[src/rtl/if_fetch_unit.sv]
// Instruction-fetch stage: owns the PC, issues one request at a time to
// instruction memory, and presents the IF/ID register (instr, pc, valid) to
// decode. A one-entry skid buffer catches a response that arrives while decode
// is stalled. Redirects flush IF/ID and drain any stale outstanding request.
module if_fetch_unit #(
  parameter int unsigned     PC_W     = 64,
  parameter int unsigned     INSTR_W  = 32,
  parameter logic [PC_W-1:0] RESET_PC = PC_W'(64'h0)
) (
  input  logic               clk,
  input  logic               reset,
  input  logic               stall_id,
  input  logic               redirect_valid,
  input  logic [PC_W-1:0]    redirect_pc,
  output logic               imem_req,
  output logic [PC_W-1:0]    imem_addr,
  input  logic               imem_ready,
  input  logic               imem_rvalid,
  input  logic [INSTR_W-1:0] imem_rdata,
  output logic [INSTR_W-1:0] instr_id,
  output logic [PC_W-1:0]    pc_id,
  output logic               valid_id
);

  typedef enum logic [1:0] {
    ST_FETCH = 2'd0,
    ST_WAIT  = 2'd1,
    ST_HOLD  = 2'd2,
    ST_DRAIN = 2'd3
  } state_e;

  localparam logic [PC_W-1:0] PC_STEP = PC_W'(64'd4);

  state_e             state_q, state_d;
  logic [PC_W-1:0]    pc_q, pc_d;
  logic               req_q, req_d;
  logic [INSTR_W-1:0] instr_q, instr_d;
  logic [PC_W-1:0]    pc_id_q, pc_id_d;
  logic               valid_q, valid_d;
  logic [INSTR_W-1:0] skid_instr_q, skid_instr_d;
  logic [PC_W-1:0]    skid_pc_q, skid_pc_d;

  logic               accept_s;
  logic               deliverable_s;
  logic [PC_W-1:0]    redirect_tgt_s;

  // req_q is only ever set while in FETCH; after reset it stays low for one
  // cycle so no request is presented while reset is asserted.
  assign accept_s       = req_q & imem_ready;
  assign deliverable_s  = ~valid_q | ~stall_id;
  assign redirect_tgt_s = {redirect_pc[PC_W-1:2], 2'b00};

  // Next-state, PC, IF/ID and skid computation; redirect overrides everything.
  always_comb begin
    state_d      = state_q;
    pc_d         = pc_q;
    instr_d      = instr_q;
    pc_id_d      = pc_id_q;
    valid_d      = valid_q;
    skid_instr_d = skid_instr_q;
    skid_pc_d    = skid_pc_q;
    req_d        = 1'b0;

    // Decode takes the presented instruction; a load below may refill it.
    if (valid_q && !stall_id) begin
      valid_d = 1'b0;
    end else begin
      valid_d = valid_q;
    end

    case (state_q)
      ST_FETCH: begin
        if (accept_s) begin
          state_d = ST_WAIT;
        end else begin
          state_d = ST_FETCH;
        end
      end
      ST_WAIT: begin
        if (imem_rvalid) begin
          pc_d = pc_q + PC_STEP;
          if (deliverable_s) begin
            instr_d = imem_rdata;
            pc_id_d = pc_q;
            valid_d = 1'b1;
            state_d = ST_FETCH;
          end else begin
            skid_instr_d = imem_rdata;
            skid_pc_d    = pc_q;
            state_d      = ST_HOLD;
          end
        end else begin
          state_d = ST_WAIT;
        end
      end
      ST_HOLD: begin
        if (!stall_id) begin
          instr_d = skid_instr_q;
          pc_id_d = skid_pc_q;
          valid_d = 1'b1;
          state_d = ST_FETCH;
        end else begin
          state_d = ST_HOLD;
        end
      end
      ST_DRAIN: begin
        if (imem_rvalid) begin
          state_d = ST_FETCH;
        end else begin
          state_d = ST_DRAIN;
        end
      end
      default: begin
        state_d = ST_FETCH;
      end
    endcase

    if (redirect_valid) begin
      pc_d         = redirect_tgt_s;
      valid_d      = 1'b0;
      instr_d      = instr_q;
      pc_id_d      = pc_id_q;
      skid_instr_d = skid_instr_q;
      skid_pc_d    = skid_pc_q;
      case (state_q)
        ST_FETCH: state_d = accept_s ? ST_DRAIN : ST_FETCH;
        ST_WAIT:  state_d = imem_rvalid ? ST_FETCH : ST_DRAIN;
        ST_HOLD:  state_d = ST_FETCH;
        ST_DRAIN: state_d = imem_rvalid ? ST_FETCH : ST_DRAIN;
        default:  state_d = ST_FETCH;
      endcase
    end else begin
      state_d = state_d;
    end

    req_d = (state_d == ST_FETCH);
  end

  // State, PC, IF/ID and skid registers with asynchronous active-low reset.
  always_ff @(posedge clk or negedge reset) begin
    if (!reset) begin
      state_q      <= ST_FETCH;
      pc_q         <= RESET_PC;
      req_q        <= 1'b0;
      instr_q      <= {INSTR_W{1'b0}};
      pc_id_q      <= {PC_W{1'b0}};
      valid_q      <= 1'b0;
      skid_instr_q <= {INSTR_W{1'b0}};
      skid_pc_q    <= {PC_W{1'b0}};
    end else begin
      state_q      <= state_d;
      pc_q         <= pc_d;
      req_q        <= req_d;
      instr_q      <= instr_d;
      pc_id_q      <= pc_id_d;
      valid_q      <= valid_d;
      skid_instr_q <= skid_instr_d;
      skid_pc_q    <= skid_pc_d;
    end
  end

  assign imem_req  = req_q;
  assign imem_addr = pc_q;
  assign instr_id  = instr_q;
  assign pc_id     = pc_id_q;
  assign valid_id  = valid_q;

endmodule

[config.mk]
export PLATFORM = sky130hd
export DESIGN_NAME = if_fetch_unit
export DESIGN_NICKNAME = d
export VERILOG_FILES = /design/src/rtl/if_fetch_unit.sv
export SDC_FILE = /design/constraint.sdc
export NUM_CORES = 1
export LEC_CHECK = 0
export CELL_PAD_IN_SITES_DETAIL_PLACEMENT = 1
export CELL_PAD_IN_SITES_GLOBAL_PLACEMENT = 2
export CORE_MARGIN = 5
export CORE_UTILIZATION = 30
export CTS_CLUSTER_DIAMETER = 40
export CTS_CLUSTER_SIZE = 40
export DETAILED_ROUTE_END_ITERATION = 7
export GPL_TIMING_DRIVEN = 0
export PLACE_DENSITY = 0.81
export REMOVE_ABC_BUFFERS = 1
export SLEW_MARGIN = 0
export SYNTH_ARGS = -nofsm -noshare
export SYNTH_HDL_FRONTEND = slang
export SYNTH_SLANG_ARGS = --single-unit
[constraint.sdc]
create_clock -name clk -period 3.76 [get_ports clk]
set_clock_uncertainty 0.2 [all_clocks]
set_input_delay 0.564 -clock clk [delete_from_list [all_inputs] [get_ports clk]]
set_output_delay 0.564 -clock clk [all_outputs]
set_load 0.01 [all_outputs]
==> results.toml <==
[synthesis]
synth_cells = 1098
synth.largest_area_cell = "dfrtp_1"
ys_ff_latch = 254
async_flop_share_pct = 100
synth_edf_count = 0
avgSynthCellArea_um2 = 10.8
synth_top_cell_area_share_pct = 53.7
synth-warning-count = 0
synth_flop_cell = "dfrtp_1"
ys_seq_area_share_pct = 53.7
synth.cell_area_um2 = 11800
synth.distinct_cells = 53
synth_area_leaders = "dfrtp_1 54%, mux2_2 9.0%, mux2i_1 8.1%, o21ai_0 6.0%, nand2_1 5.2%"

[critical_path]
rrSetupSlack_ns = 0.58
critPathTopFamily = "buffers and inverters"
path_buf_inv = 5
critical_path_arrival_ns = 3.58
criticalPathCategory = "in2reg"
timing.critical_path.to_type = "flop"
cpMaxStageDelayCell = "a221o_4"
path_max_fanout = 67
cpPeakStageDelay_ns = 0.58
startpoint_type = "input pin"
cpMostUsedCell = "buf_16"
cp_cell_sequence = "buf_4 -> buf_16 -> clkinvlp_4 -> nand2_1 -> a221o_4 -> buf_16 -> buf_16 -> o21ai_0"
required_ns = 4.00

[floorplan]
start_util_pct = 30.5
fp.dieW_um = 209
dieArea_um2 = 43500
dieHeight_um = 209
std_cell_rows = 72
core_um2 = 38800
pin_count = 264

[cts]
clockBufferDepth = 3
cts_setup_buffers = 0
clk_root_buffer_cell = "clkbuf_16"
cts.sinks = 254
clk-insertion-delay-late_ns = 0.58
cts_buffers = 50
clk_pin_slew_ns = 0.05
cts.htree.levels = 2
tritoncts = "done"

[placement]
dp_cells = 1823
io_buffers = 257
dpl_cell_area_um2 = 15100
place.gp.congestion = 0.753
dpl.hpwl_um = 27200

[timing]
post-route-min-period_ns = 3.34
holdWs_ns = 0.273
drv_slew = 0
setup_viol = 0
rsz0062_at_grt = "false"
max_freq_mhz = 299
worst_pin_slew_ns = 1.21
fin_crit_sh_pct = 88.9
maxSlewHeadroom_pct = 18.6
hold_viol = 0

[power]
net-switching-power_mw = 3.73
power_frac_seq_pct = 33.7
leakage_nw = 7.06
switching_share_pct = 30.4
p_per_area_nw_per_um2 = 723
ir_drop_uv = 436
pwr-share-clk_pct = 38.9
internal-power_mw = 8.53
power_frac_comb_pct = 27.4
p_total_mw = 12.3

[final_layout]
fill_cells = 4158
syn2layout_area_growth_pct = 43.5
seq_area_um2 = 6360
stdcell_count = 1918
postLayoutCoreUtil_pct = 43.7
drive_gt1_share_pct = 15.8
nNetsFinal = 1466
final_area_um2 = 17000
multi_input_area_um2 = 5180

[routing]
ant_nets = 0
first_pass_iters = 4
postRouteWirelength_um = 38300
vias = 9468
viasPerCell = 4.94
avgRoutedWirePerCell_um = 20.0
drt-initial-drc-count = 354
route.detailed.drc = 0

[outcome]
status = "finished clean"

[global_route]
grt-ovfl-total = 0
grt_use_total_pct = 17.6
grt_pass1_wl_um = 61500
antenna_found_initial = 5
grt_max_degree = 104
grt_pass1_vias = 10300

[worst_hold_path]
min_path_type = "reg2reg"

[flow_run]
drv_cap = 0
## cells in the mapped netlist, types with 2 or more instances
master,n
a22oi_1,2
o31ai_1,6
or4_4,2
clkbuf_2,3
a221o_1,10
and3_1,7
nor2b_1,12
dfrtp_1,254
nor4_1,10
mux2i_1,96
nand3_2,2
or3_1,8
nand4_1,42
or2_2,2
xnor2_1,14
buf_4,4
ha_1,6
inv_1,13
a31oi_1,11
buf_1,6
clkbuf_1,57
nand2_1,163
nor2_1,27
o22ai_1,2
buf_2,3
nor3_1,24
nand3_1,24
o21ai_0,141
a21oi_1,2
xor2_1,22
or4_1,7
mux2_2,95
## cells by family (layout without fill, tap and decap cells)
logic type	count (synthesis)	in the layout	share of synthesized area, %
other cells	1	6	0.0317
fa+ha+maj	6	6	0.635
simple gates	342	342	14.2
xor+xnor	36	36	2.67
buf+inv	87	384	2.95
compound gates	181	181	8.58
mux	191	191	17.2
flops	254	254	53.7
## power groups by stage
stage | registers, mW | clock network [mW] | logic [mW]
final | 4.13 | 4.77 | 3.36
after global routing | 4.24 | 5.03 | 3.70
after CTS | 4.14 | 4.90 | 3.44
after detailed placement | 4.18 | 0 | 3.42
after global placement | 4.14 | 0 | 3.45
after floorplan | 4.29 | 0 | 1.52
## stage by stage
stage               setup slack, ns  TNS [ns]
finish                        0.417         0
global route                 0.0883         0
CTS                          0.0249         0
detailed placement           -0.616    -30.26
global placement             -14.15  -4729.70
floorplan                     -4.69   -804.62
## worst register-to-register path, delay by kind of cell, from the launching register on
| family | cells | cell delay, ns |
|---|---|---|
| AND/OR/NAND/NOR | 4 | 1.86 |
| flip-flops | 1 | 0.41 |
| adder cells (fa/ha/maj) | 1 | 0.33 |
| AO/OA/AOI/OAI | 1 | 0.17 |
| buffers and inverters | 1 | 0.12 |
## timing repair
item                                    CTS  global route
hold endpoints to repair                101             0
endpoints found under the setup margin    0            34
hold buffers                              1             0
gates resized for setup                   0             2
## sequential cells by signal (all words and copies together), names as in the netlist
register / count
pc_id: 62
state_q: 2
skid_instr_q: 32
imem_addr: 62
valid_id: 1
imem_req: 1
skid_pc_q: 62
instr_id: 32
## cell type report
type / count / area share [%]
Inverter: 14 / 0.332
Tap cell: 518 / 3.82
Timing Repair Buffer: 278 / 17.2
Clock buffer: 60 / 7.89
Antenna cell: 2 / 0.0295
Clock inverter: 32 / 2.78
Sequential cell: 254 / 37.4
Multi-Input combinational cell: 760 / 30.5
## layout by cell type, fill, tap and decap left out, types with 6 or more instances in the layout
cell	synthesis	layout
or4_1	7	7
nor2b_1	12	12
clkinvlp_4	0	7
o21ai_0	141	141
nand4_1	42	42
clkinv_2	0	6
nand2_1	163	163
xnor2_1	14	14
bufinv_16	0	9
mux2i_1	96	96
nand3_1	24	24
clkbuf_16	0	50
inv_1	13	13
a221o_1	10	9
or3_1	8	8
clkdlybuf4s50_1	0	255
dfrtp_1	254	254
nor3_1	24	23
buf_6	0	10
buf_16	0	7
nor2_1	27	27
a31oi_1	11	11
nor4_1	10	8
clkinv_4	0	7
mux2_2	95	95
o31ai_1	6	6
xor2_1	22	22
and3_1	7	7
## routing by layer
| metal | wire length, µm | up-vias | GRT usage (%) |
|---|---|---|---|
| li1 | - | 4453 | - |
| met1 | 16400 | 4726 | 22.4 |
| met2 | 18700 | 227 | 29.2 |
| met3 | 2430 | 56 | 5.08 |
| met4 | 726 | 6 | 5.11 |
| met5 | 41 | - | 0 |
## final timing paths
path / start / endpoint / cells past startpoint
worst max-delay path: redirect_valid / instr_id[28] / 8
worst min-delay path: pc_id[29] / pc_id[29] / 2
worst max register to register: state_q[1] / imem_addr[58] / 7
worst min register to register: pc_id[29] / pc_id[29] / 2
max in group asynchronous: reset / state_q[1] / 3
min in group asynchronous: reset / instr_id[25] / 2
(Power assumes the default switching activity.)
